$ cat src/rtl/secded_scrub_ctrl.sv
// SECDED scrub sequencer: sweeps the codeword RAM through the
// external detector/corrector and writes single-error fixes back.
module secded_scrub_ctrl #(
  parameter int DEPTH  = 16,
  parameter int ADDR_W = 4,
  parameter int CNT_W  = 8
) (
  input  logic              clk,
  input  logic              rst,
  input  logic              start,
  output logic              busy,
  output logic              done,
  output logic [ADDR_W-1:0] mem_addr,
  output logic              mem_rd_en,
  input  logic [7:0]        mem_rdata,
  output logic              mem_wr_en,
  output logic [7:0]        mem_wdata,
  output logic [7:0]        chk_word,
  input  logic [2:0]        dp_sindrome,
  input  logic              dp_error_simple,
  input  logic              dp_error_doble,
  input  logic [7:0]        dp_corregido,
  output logic [CNT_W-1:0]  single_cnt,
  output logic [CNT_W-1:0]  double_cnt,
  output logic              dbl_valid,
  output logic [ADDR_W-1:0] dbl_addr
);

  typedef enum logic [2:0] {
    IDLE, READ, WAIT, CHECK, WRITE, DONE
  } state_t;

  state_t            state_q;
  logic [ADDR_W-1:0] addr_q;
  logic [ADDR_W-1:0] dbl_addr_q;
  logic              busy_q;
  logic              done_q;
  logic              rd_q;
  logic              wr_q;
  logic              dbl_valid_q;
  logic [7:0]        chk_q;
  logic [7:0]        wdata_q;
  logic [CNT_W-1:0]  sgl_q;
  logic [CNT_W-1:0]  dbl_q;
  logic [CNT_W-1:0]  sgl_d;
  logic [CNT_W-1:0]  dbl_d;
  logic              last;
  logic              fix;
  logic              unused_syn;

  // syndrome is informational only; the flags drive control
  assign unused_syn = ^dp_sindrome;

  // saturating increments and end-of-sweep detect
  assign sgl_d = (&sgl_q) ? sgl_q : sgl_q + 1'b1;
  assign dbl_d = (&dbl_q) ? dbl_q : dbl_q + 1'b1;
  assign last  = (addr_q == ADDR_W'(DEPTH - 1));
  assign fix   = dp_error_simple & ~dp_error_doble;

  // sweep sequencer with registered strobes and status
  always_ff @(posedge clk) begin
    if (rst) begin
      state_q     <= IDLE;
      addr_q      <= '0;
      dbl_addr_q  <= '0;
      busy_q      <= 1'b0;
      done_q      <= 1'b0;
      rd_q        <= 1'b0;
      wr_q        <= 1'b0;
      dbl_valid_q <= 1'b0;
      chk_q       <= '0;
      wdata_q     <= '0;
      sgl_q       <= '0;
      dbl_q       <= '0;
    end else begin
      done_q <= 1'b0;
      rd_q   <= 1'b0;
      wr_q   <= 1'b0;
      unique case (state_q)
        IDLE: begin
          if (start) begin
            state_q     <= READ;
            busy_q      <= 1'b1;
            rd_q        <= 1'b1;
            addr_q      <= '0;
            sgl_q       <= '0;
            dbl_q       <= '0;
            dbl_valid_q <= 1'b0;
            dbl_addr_q  <= '0;
          end
        end
        READ: state_q <= WAIT;
        WAIT: begin
          chk_q   <= mem_rdata;
          state_q <= CHECK;
        end
        CHECK: begin
          if (fix) begin
            wdata_q <= dp_corregido;
            sgl_q   <= sgl_d;
            wr_q    <= 1'b1;
            state_q <= WRITE;
          end else begin
            if (dp_error_doble) begin
              dbl_q <= dbl_d;
              if (!dbl_valid_q) begin
                dbl_valid_q <= 1'b1;
                dbl_addr_q  <= addr_q;
              end
            end
            if (last) begin
              state_q <= DONE;
              done_q  <= 1'b1;
            end else begin
              addr_q  <= addr_q + 1'b1;
              rd_q    <= 1'b1;
              state_q <= READ;
            end
          end
        end
        WRITE: begin
          if (last) begin
            state_q <= DONE;
            done_q  <= 1'b1;
          end else begin
            addr_q  <= addr_q + 1'b1;
            rd_q    <= 1'b1;
            state_q <= READ;
          end
        end
        DONE: begin
          state_q <= IDLE;
          busy_q  <= 1'b0;
        end
        default: begin
          state_q <= IDLE;
          busy_q  <= 1'b0;
        end
      endcase
    end
  end

  assign busy       = busy_q;
  assign done       = done_q;
  assign mem_addr   = addr_q;
  assign mem_rd_en  = rd_q;
  assign mem_wr_en  = wr_q;
  assign mem_wdata  = wdata_q;
  assign chk_word   = chk_q;
  assign single_cnt = sgl_q;
  assign double_cnt = dbl_q;
  assign dbl_valid  = dbl_valid_q;
  assign dbl_addr   = dbl_addr_q;

endmodule

$ cat config.mk
export PLATFORM = sky130hd
export DESIGN_NAME = secded_scrub_ctrl
export DESIGN_NICKNAME = d
export VERILOG_FILES = /design/src/rtl/secded_scrub_ctrl.sv
export SDC_FILE = /design/constraint.sdc
export NUM_CORES = 1
export LEC_CHECK = 0
export ABC_AREA = 1
export BUFFER_PORTS_ARGS = -buffer_cell sky130_fd_sc_hd__buf_2
export CORE_MARGIN = 2
export CORE_UTILIZATION = 40
export DETAILED_ROUTE_END_ITERATION = 7
export PLACE_DENSITY = 0.65
export SYNTH_ARGS = -nofsm -noshare
export SYNTH_HDL_FRONTEND = slang
export SYNTH_SLANG_ARGS = --single-unit
export TNS_END_PERCENT = 100
$ cat constraint.sdc
create_clock -name clk -period 1.8 [get_ports clk]
set_input_delay 0.09 -clock clk [delete_from_list [all_inputs] [get_ports clk]]
set_output_delay 0.09 -clock clk [all_outputs]
set_load 0.05 [all_outputs]
==> results.py, run 1 <==
metrics = {
    "cts": {
        "worst_setup_hold_path_clk_slew_ns": 0.09,
        "maximum_level_of_the_cts_h_tree": 2,
        "postCtsSetupBuffers": 0,
        "worst_skew_pair.late_latency_ns": 0.30,
        "maximum_count_of_clock_buffers_along_a_single_path": 2,
        "clk_root_buffer_cell": "sky130_fd_sc_hd__clkbuf_8",
        "tritoncts": "built",
        "cts_sinks": 48,
        "cts_buffers": 5,
    },
    "setup_path": {
        "critPathKind": "flip-flop to flip-flop",
        "startpoint_class": "flip-flop",
        "worst-endpoint-required_ns": 2.00,
        "cp_slowest_stage_delay_ns": 0.41,
        "cp_cell_sequence": "nand2_1 > nor2_4 > buf_4 > nand3_1 > nand2_2 > inv_2 > a21oi_1 > nor2_1",
        "timing.critical_path.fanout_max": 8,
        "endpoint_kind": "flip-flop",
        "worstPathArrival_ns": 1.79,
        "critical-path-slowest-cell": "sky130_fd_sc_hd__dfxtp_1",
    },
    "synth": {
        "ys_seq_elements": 48,
        "synth.top_cells.by_area": "sky130_fd_sc_hd__dfxtp_1, sky130_fd_sc_hd__nand2_1, sky130_fd_sc_hd__nor2_1",
        "yosysTopAreaCellShare_pct": 45.18,
        "synth.net_count": 339,
        "synth.yosys.seq_area_share_pct": 45.18,
        "asyncSetResetFlopFracSynth_pct": 0,
        "synth.largest_area_cell": "sky130_fd_sc_hd__dfxtp_1",
        "post_synth_inst_count": 312,
        "most_common_cell_in_the_synthesized_netlist": "sky130_fd_sc_hd__nand2_1",
        "number_of_synthesized_flops_with_an_enable_pin": 0,
        "post_synth_most_frequent_cells": "sky130_fd_sc_hd__nand2_1, sky130_fd_sc_hd__nor2_1, sky130_fd_sc_hd__dfxtp_1",
        "syn_area_sq_um": 2127,
        "synthDistinctLibCells": 23,
        "syn_area_per_cell_sq_um": 6.817,
        "most_used_dff_post_synth": "sky130_fd_sc_hd__dfxtp_1",
        "synthesis.yosys.warnings": 0,
    },
    "routing": {
        "drt_iter0_markers": 57,
        "antenna_left": 0,
        "remaining_drc_errors": 0,
        "drt-pass1-iter-count": 4,
        "wl_per_cell_um": 10.57,
        "dr_vias_cell": 4.664,
        "vias": 2108,
        "drt_total_wl_mm": 4.779,
    },
    "power_and_ir_drop": {
        "switchingPower_uw": 743.3,
        "design_power_uw": 2529,
        "irDropWorstVdd_uv": 535.4,
        "combinationalPowerShare_pct": 18.7,
        "leakage_uw": 0.001281,
        "p_clk_share_pct": 35.6,
        "share_of_total_power_consumed_by_net_switching_pct": 29.39,
        "power_per_cell_area_nw_per_um2": 943.3,
        "p_int_uw": 1786,
        "seq_power_share_pct": 45.7,
    },
    "placed_design": {
        "placement.setup.worst_slack_ns": 0.2013,
        "dp_hpwl_mm": 3.524,
        "globalplace.congestion": 0.8521,
        "place.port_buffers": 65,
        "placed_area_sq_um": 2550,
    },
    "floorplan": {
        "core_sq_um": 5107,
        "initial_utilization_pct": 41.65,
        "die_boundary_width_um": 76.92,
        "die_y_um": 76.92,
        "io-pin-count": 69,
        "die-area_sq_um": 5917,
        "placementRows": 26,
    },
    "layout": {
        "area_growth_syn_to_layout_pct": 26.06,
        "finalInstanceArea_sq_um": 2681,
        "fillerInstances": 553,
        "multiInputGateArea_sq_um": 1002,
        "nets": 409,
        "final-seq-area_sq_um": 964.7,
        "final_layout_size_suffix_gt1_share_pct": 23.82,
        "antennaDiodeCount": 0,
    },
    "timing": {
        "fmax_mhz": 628.4,
        "relSlewSlack_pct": 65.79,
        "fin_tns_setup_ns": 0,
        "grt_setup_unrepaired": "no",
        "setup-violations-final": 0,
        "slew_viol_final": 0,
        "fin_hold_ws_ns": 0.02479,
        "hold_viol_final": 0,
        "tightest_slew_ns": 0.5117,
        "timing.final.crit_period_ns": 1.591,
        "fin_ws_ns": 0.2085,
        "worst_clock_skew_ns": 0.005269,
        "fin_crit_sh_pct": 88.41,
    },
    "status": {
        "run_status": "complete, no violations",
    },
    "global_routing": {
        "grt_antenna_before_repair": 0,
        "grt_pass1_wl_mm": 8.349,
        "grt.total_usage_pct": 17.42,
        "first_global_vias": 1887,
        "grt_overflow": 0,
        "grt_max_degree": 19,
    },
    "hold_path": {
        "hold_class": "input port to flip-flop",
    },
    "run": {
        "max_cap_violations": 0,
    },
}
## power groups by stage
stage | clock (uW) | sequential (uW) | combinational (uW)
after floorplan | 0 | 1350 | 184
after global placement | 0 | 1180 | 470
after detailed placement | 0 | 1180 | 474
after CTS | 935 | 1150 | 476
after global routing | 973 | 1170 | 519
final | 900 | 1160 | 474
## kinds of logic (layout without fill, tap and decap cells)
logic type / after synthesis / count (layout) / share of synthesized area (%)
flip-flops: 48 / 48 / 45.18
buffers and inverters: 43 / 113 / 7.706
AO/OA/AOI/OAI: 56 / 56 / 13.41
adder cells (fa/ha/maj): 3 / 3 / 1.765
AND/OR/NAND/NOR: 160 / 160 / 31.12
XOR/XNOR: 2 / 2 / 0.8237
## per-layer routing
metal,global-route usage [%],wire (um)
met1,22.23,2363
met5,0,0
met4,7.273,74
met3,4.941,274
met2,27.54,2066
## per-stage QoR
stage | cells | utilization, %
3_3_place_gp | 445 | 49.93
6_report | 452 | 52.50
2_1_floorplan | 312 | -
5_1_grt | 452 | 52.50
4_1_cts | 452 | 52.45
3_5_place_dp | 445 | 49.93
## critical path: cells and delay by family (launching register included)
kind	cells	cell delay [ns]
compound gates	1	0.13
flops	1	0.41
simple gates	5	0.67
buf+inv	2	0.27
## sequential cells by signal, summed over array words and instances (netlist names)
name and count:
double_cnt 8, dbl_addr 4, mem_rd_en 1, done 1, dbl_valid 1, mem_wdata 8, busy 1, single_cnt 8
mem_wr_en 1, mem_addr 4, chk_word 8, state_q 3
## placed cells by master, fill, tap and decap left out, drive strengths merged
cell type,n
dfxtp,48
a21oi,22
nand4,1
clkbuf,5
a211oi,1
or2,1
inv,36
o21ai,32
nand2,73
bufinv,2
nand3b,1
xor2,2
nor2,60
nand3,19
nor3,5
o21bai,1
ha,3
buf,70
## worst paths after layout
check | start | end | slack [ns] | depth (start not counted)
setup reg to reg | state_q[1] | single_cnt[6] | 0.21 | 8
hold / removal | dp_corregido[3] | mem_wdata[3] | 0.02 | 3
hold reg to reg | chk_word[2] | chk_word[2] | 0.44 | 2
setup / recovery | state_q[1] | single_cnt[6] | 0.21 | 8
## cell type report
cell class | count | area share, %
repair buffers | 70 | 13.53
clock inverters | 2 | 2.240
clock buffers | 5 | 2.566
inverters | 36 | 5.040
multi-input cells | 221 | 37.38
well taps | 70 | 3.266
flip-flops and latches | 48 | 35.98
## repair_timing
item	CTS	global route
setup endpoints to repair	0	4
hold buffers	0	0
resized for setup	0	2
Note: power is estimated with default switching activity, not from simulation.
==> run 2, diff against run 1 <==
==> constraint.sdc (replaced) <==
create_clock -name clk -period 1.8 [get_ports clk]
set_input_delay 0.18 -clock clk [delete_from_list [all_inputs] [get_ports clk]]
set_output_delay 0.18 -clock clk [all_outputs]
set_load 0.05 [all_outputs]
==> results.py, run 2 (synthesis gave the netlist of run 1 again) <==
metrics = {
    "global_routing": {
        "global_route.peak_usage_layer": "met2",
        "global_route.usage.met1_pct": 22.94,
        "grt.total_usage_pct": 17.47,
        "grt_antenna_before_repair": 0,
        "grtUsageMet3_pct": 3.647,
        "grt_overflow": 0,
        "first_global_vias": 1944,
        "grt_pass1_wl_mm": 8.514,
        "grt_max_degree": 19,
        "met2_usage_pct": 28.16,
    },
    "timing": {
        "relSlewSlack_pct": 65.86,
        "fin_tns_setup_ns": 0,
        "hold_viol_final": 0,
        "tightest_slew_ns": 0.5105,
        "fmax_mhz": 640.6,
        "fin_crit_sh_pct": 86.73,
        "fin_ws_ns": 0.2389,
        "slew_viol_final": 0,
        "grt_setup_unrepaired": "no",
        "timing.final.crit_period_ns": 1.561,
        "worst_clock_skew_ns": 0.009320,
        "setup-violations-final": 0,
    },
    "power_and_ir_drop": {
        "share_of_total_power_consumed_by_net_switching_pct": 31.46,
        "p_clk_share_pct": 32.3,
        "switchingPower_uw": 759.3,
        "seq_power_share_pct": 47.9,
        "combinationalPowerShare_pct": 19.8,
        "irDropWorstVdd_uv": 462.1,
        "power_per_cell_area_nw_per_um2": 900.5,
        "p_int_uw": 1654,
        "leakage_uw": 0.001280,
    },
    "floorplan": {
        "die-area_sq_um": 5917,
        "die_boundary_width_um": 76.92,
        "initial_utilization_pct": 41.65,
        "core_sq_um": 5107,
        "placementRows": 26,
        "die_y_um": 76.92,
        "io-pin-count": 69,
    },
    "setup_path": {
        "endpoint_kind": "flip-flop",
        "timing.critical_path.fanout_max": 9,
        "critical-path-slowest-cell": "sky130_fd_sc_hd__dfxtp_1",
        "timing.critical_path.mode_cell": "sky130_fd_sc_hd__nand2_1",
        "path_buf_inv": 1,
        "startpoint_class": "flip-flop",
        "cp_slowest_stage_delay_ns": 0.41,
        "critPathKind": "flip-flop to flip-flop",
        "worst-endpoint-required_ns": 2.05,
        "worstPathArrival_ns": 1.81,
        "crit_family": "simple AND/OR/NAND/NOR gates",
        "cp_cell_sequence": "ha_1 > nand2_1 > nor2_1 > nand3_1 > nand2_2 > inv_2 > nand2_1 > nand2_1 > nor2_1",
    },
    "routing": {
        "drt_iter0_markers": 99,
        "vias": 2094,
        "remaining_drc_errors": 0,
        "wl_per_cell_um": 10.76,
        "antenna_left": 0,
        "drt-pass1-iter-count": 4,
        "dr_vias_cell": 4.602,
        "drt_total_wl_mm": 4.894,
    },
    "placed_design": {
        "globalplace.congestion": 0.8390,
        "dp_hpwl_mm": 3.626,
        "place.port_buffers": 65,
        "placement.setup.worst_slack_ns": 0.2228,
        "placedCellCount": 446,
    },
    "layout": {
        "most_frequent_cells_in_the_layout": "sky130_fd_sc_hd__nand2_1, sky130_fd_sc_hd__buf_2, sky130_fd_sc_hd__nor2_1",
        "nets": 411,
        "final_layout_size_suffix_gt1_share_pct": 24.68,
        "antennaDiodeCount": 0,
        "area_growth_syn_to_layout_pct": 26.00,
        "finish.cell_count_without_fillers": 455,
        "layout.cells.most_common": "sky130_fd_sc_hd__nand2_1",
    },
    "cts": {
        "worst_skew_pair.late_latency_ns": 0.30,
        "maximum_level_of_the_cts_h_tree": 2,
        "maximum_count_of_clock_buffers_along_a_single_path": 2,
        "worst_setup_hold_path_clk_slew_ns": 0.09,
        "cts_sinks": 48,
        "cts_buffers": 5,
        "tritoncts": "built",
        "clk_root_buffer_cell": "sky130_fd_sc_hd__clkbuf_8",
    },
    "run": {
        "max_cap_violations": 0,
    },
    "hold_path": {
        "hold_class": "input port to flip-flop",
    },
    "status": {
        "run_status": "complete, no violations",
    },
}
[run 2: path summary, 6_finish.rpt]
kind                         from       endpoint  slack (ns)  depth (start not counted)
hold / removal    dp_corregido[3]   mem_wdata[3]        0.12                          3
setup reg to reg    double_cnt[0]  double_cnt[2]        0.24                          9
setup / recovery    double_cnt[0]  double_cnt[2]        0.24                          9
hold reg to reg       chk_word[5]    chk_word[5]        0.44                          2
[run 2: metrics by stage]
step / utilization (%) / area (sq um) / hold slack, ns / power, uW
2_1_floorplan: - / 2128 / 0.2491 / 1532
3_3_place_gp: 50.07 / 2557 / 0.4265 / 1649
3_5_place_dp: 50.07 / 2557 / 0.4320 / 1656
4_1_cts: 52.25 / 2669 / 0.1172 / 2430
5_1_grt: 52.47 / 2680 / 0.1240 / 2527
6_report: 52.47 / 2680 / 0.1200 / 2413
[run 2: worst min-delay path, stage by stage]
cell and delay [ns]:
sky130_fd_sc_hd__buf_2 0.07, sky130_fd_sc_hd__o21ai_0 0.07, sky130_fd_sc_hd__nor2_1 0.07
[run 2: power by group through the flow]
stage | clock (uW) | sequential, uW | combinational (uW)
3_3_place_gp | 0 | 1180 | 471
6_report | 779 | 1160 | 478
3_5_place_dp | 0 | 1180 | 476
2_1_floorplan | 0 | 1350 | 184
5_1_grt | 834 | 1170 | 525
4_1_cts | 797 | 1160 | 478
[run 2: what timing repair did]
| item | 4_1_cts | 5_1_grt |
|---|---|---|
| endpoints found under the setup margin | 0 | 3 |
| gates resized for setup | 0 | 3 |
| buffers inserted | 0 | 1 |
| hold buffers | 0 | 0 |
[run 2: final cells by class]
| cell class | count | area, sq um |
|---|---|---|
| Fill cell | 557 | 2427 |
| Multi-Input combinational cell | 221 | 1002 |
| Sequential cell | 48 | 965.9 |
| Timing Repair Buffer | 72 | 377.9 |
| Inverter | 36 | 135.1 |
| Tap cell | 70 | 87.58 |
| Clock buffer | 5 | 68.82 |
| Clock inverter | 3 | 42.54 |
[run 2: per-layer routing]
| metal | share of wire (%) | wire, um |
|---|---|---|
| met5 | 0 | 0 |
| met4 | 1.3 | 66 |
| met3 | 4.3 | 211 |
| met2 | 45 | 2218 |
| met1 | 49 | 2396 |
==> run 3, diff against run 2 <==
--- a/config.mk
+++ b/config.mk
@@ -11,4 +11,5 @@
 export CORE_UTILIZATION = 40
+export CTS_CLUSTER_DIAMETER = 50
 export DETAILED_ROUTE_END_ITERATION = 7
-export PLACE_DENSITY = 0.65
+export PLACE_DENSITY = 0.68
 export SYNTH_ARGS = -nofsm -noshare
==> constraint.sdc (replaced) <==
create_clock -name clk -period 1.4 [get_ports clk]
set_input_delay 0.21 -clock clk [delete_from_list [all_inputs] [get_ports clk]]
set_output_delay 0.21 -clock clk [all_outputs]
set_load 0.05 [all_outputs]
==> results.py, run 3 (synthesis gave the netlist of run 1 again) <==
metrics = {
    "status": {
        "run_status": "complete, no violations",
    },
    "power_and_ir_drop": {
        "design_power_uw": 3102,
        "irDropWorstVdd_uv": 684.8,
        "leakage_uw": 0.001395,
        "power_per_cell_area_nw_per_um2": 1025,
    },
    "global_routing": {
        "first_global_vias": 2159,
        "grt_antenna_before_repair": 0,
        "grt_max_degree": 24,
        "grt_pass1_wl_mm": 9.183,
        "grt.total_usage_pct": 18.53,
        "grt_overflow": 0,
    },
    "timing": {
        "tightest_slew_ns": 0.4702,
        "hold_viol_final": 0,
        "setup-violations-final": 0,
        "relSlewSlack_pct": 68.41,
        "grt_setup_unrepaired": "yes",
        "slew_viol_final": 0,
        "worst_clock_skew_ns": 0.007259,
        "timing.final.crit_period_ns": 1.371,
        "fmax_mhz": 729.6,
        "fin_crit_sh_pct": 97.90,
    },
    "setup_path": {
        "critPathKind": "flip-flop to flip-flop",
        "setup.worst_path.end": "single_cnt[6]",
        "r2r-end": "single_cnt[6]",
        "endpoint_kind": "flip-flop",
        "worstPathArrival_ns": 1.56,
        "startpoint_of_the_worst_slack_reg_to_reg_timing_path": "single_cnt[1]",
        "timing.critical_path.fanout_max": 5,
        "critPathLaunch": "single_cnt[1]",
        "worst_reg2reg_path_length_in_cells": 6,
        "startpoint_class": "flip-flop",
        "worst-endpoint-required_ns": 1.59,
        "r2r_slack_ns": 0.03,
    },
    "cts": {
        "maximum_count_of_clock_buffers_along_a_single_path": 2,
        "worst_skew_pair.late_latency_ns": 0.30,
        "cts_sinks": 48,
        "maximum_level_of_the_cts_h_tree": 2,
        "clk_root_buffer_cell": "sky130_fd_sc_hd__clkbuf_8",
        "cts_buffers": 5,
        "tritoncts": "built",
        "worst_setup_hold_path_clk_slew_ns": 0.09,
        "cts_hold_buffers": 0,
    },
    "placed_design": {
        "placed_area_sq_um": 2735,
        "placedCellCount": 459,
        "place.port_buffers": 65,
        "globalplace.congestion": 0.8728,
        "dp_hpwl_mm": 3.817,
    },
    "layout": {
        "area_growth_syn_to_layout_pct": 42.29,
        "nets": 430,
        "multiInputGateArea_sq_um": 1156,
        "final-seq-area_sq_um": 1011,
        "final_layout_size_suffix_gt1_share_pct": 38.37,
        "layout.cells.most_common": "sky130_fd_sc_hd__buf_2",
        "finish.cell_count_without_fillers": 474,
        "most_frequent_cells_in_the_layout": "sky130_fd_sc_hd__buf_2, sky130_fd_sc_hd__nand2_1, sky130_fd_sc_hd__nor2_1",
        "fillerInstances": 499,
        "finalInstanceArea_sq_um": 3027,
        "antennaDiodeCount": 0,
    },
    "routing": {
        "maxUsedRoutingLayer": "met4",
        "remaining_drc_errors": 0,
        "wl_per_cell_um": 11.55,
        "antenna_left": 0,
        "drt_iter0_markers": 141,
        "route.met3.wl_um": 262,
        "detail_route.wirelength.met1_mm": 2.523,
        "dr_vias_cell": 4.762,
        "routed-wl-met2_mm": 2.635,
        "vias": 2257,
        "drt_total_wl_mm": 5.477,
        "drt-pass1-iter-count": 4,
    },
    "floorplan": {
        "die_y_um": 76.92,
        "die-area_sq_um": 5917,
        "die_boundary_width_um": 76.92,
        "placementRows": 26,
        "initial_utilization_pct": 41.65,
        "core_sq_um": 5107,
        "io-pin-count": 69,
    },
    "hold_path": {
        "hold-path-cell-count": 3,
        "hold_class": "input port to flip-flop",
    },
    "run": {
        "max_cap_violations": 0,
    },
}
-- run 3: cell count changes in the layout (fill, tap and decap cells not counted), moves of 4 or more --
cell / previous run / this run
sky130_fd_sc_hd__dfxtp_2: 4 / 13
sky130_fd_sc_hd__dfxtp_1: 44 / 26
sky130_fd_sc_hd__nand2_1: 70 / 61
sky130_fd_sc_hd__nor2_1: 58 / 54
sky130_fd_sc_hd__buf_6: 0 / 4
sky130_fd_sc_hd__nand3_1: 18 / 14
sky130_fd_sc_hd__buf_4: 7 / 21
sky130_fd_sc_hd__nand2_2: 3 / 8
sky130_fd_sc_hd__dfxtp_4: 0 / 9
sky130_fd_sc_hd__nand2_4: 0 / 4
-- run 3: power breakdown --
part / switching [uW] / internal (uW) / leakage, uW
Combinational: 505 / 236 / 0.000939
Sequential: 57.0 / 1430 / 0.000404
Clock: 468 / 403 / 0.0000521
-- run 3: worst min path at each step --
stage,start,end,slack [ns]
floorplan,rst,busy,0.28
global placement,chk_word[5],chk_word[5],0.43
detailed placement,chk_word[7],chk_word[7],0.43
CTS,dp_corregido[5],mem_wdata[5],0.16
global route,mem_rdata[7],chk_word[7],0.20
finish,dp_corregido[5],mem_wdata[5],0.16
-- run 3: worst max-delay path, cell delays in order (launching register included) --
cell and delay, ns:
sky130_fd_sc_hd__dfxtp_4 0.38, sky130_fd_sc_hd__ha_4 0.15, sky130_fd_sc_hd__nand2_2 0.09, sky130_fd_sc_hd__nor3_1 0.42, sky130_fd_sc_hd__nand3_2 0.11, sky130_fd_sc_hd__nand2_1 0.08
sky130_fd_sc_hd__nor2_1 0.04
-- run 3: metal layers --
| layer | up-vias | GRT usage, % |
|---|---|---|
| met4 | 0 | 4.909 |
| met2 | 55 | 31.84 |
| li1 | 1172 | - |
| met1 | 1024 | 23.97 |
| met5 | - | 0 |
| met3 | 6 | 3.176 |
-- run 3: area by class of cell --
type	count	area share, %
Tap cell	70	2.894
Sequential cell	48	33.40
Clock buffer	6	2.728
Clock inverter	2	0.4134
Timing Repair Buffer	90	17.45
Inverter	36	4.919
Multi-Input combinational cell	222	38.20
-- run 3: repair_timing --
item,4_1_cts,5_1_grt
endpoints found under the hold margin,0,0
setup buffers,2,4
setup endpoints to repair,25,39
resized for setup,7,34
pin swaps,3,12
cloned,0,1
-- run 3: metrics by stage --
stage | setup TNS (ns) | worst slack [ns] | hold WS [ns] | util (%)
finish | 0 | 0.02938 | 0.1593 | 59.26
global route | -0.4074 | -0.07548 | 0.1970 | 59.26
CTS | 0 | 0.01805 | 0.1618 | 56.20
detailed placement | -0.7983 | -0.07963 | 0.4346 | 53.55
global placement | -0.02665 | -0.02354 | 0.4282 | 53.55
floorplan | 0 | 0.01204 | 0.2791 | -
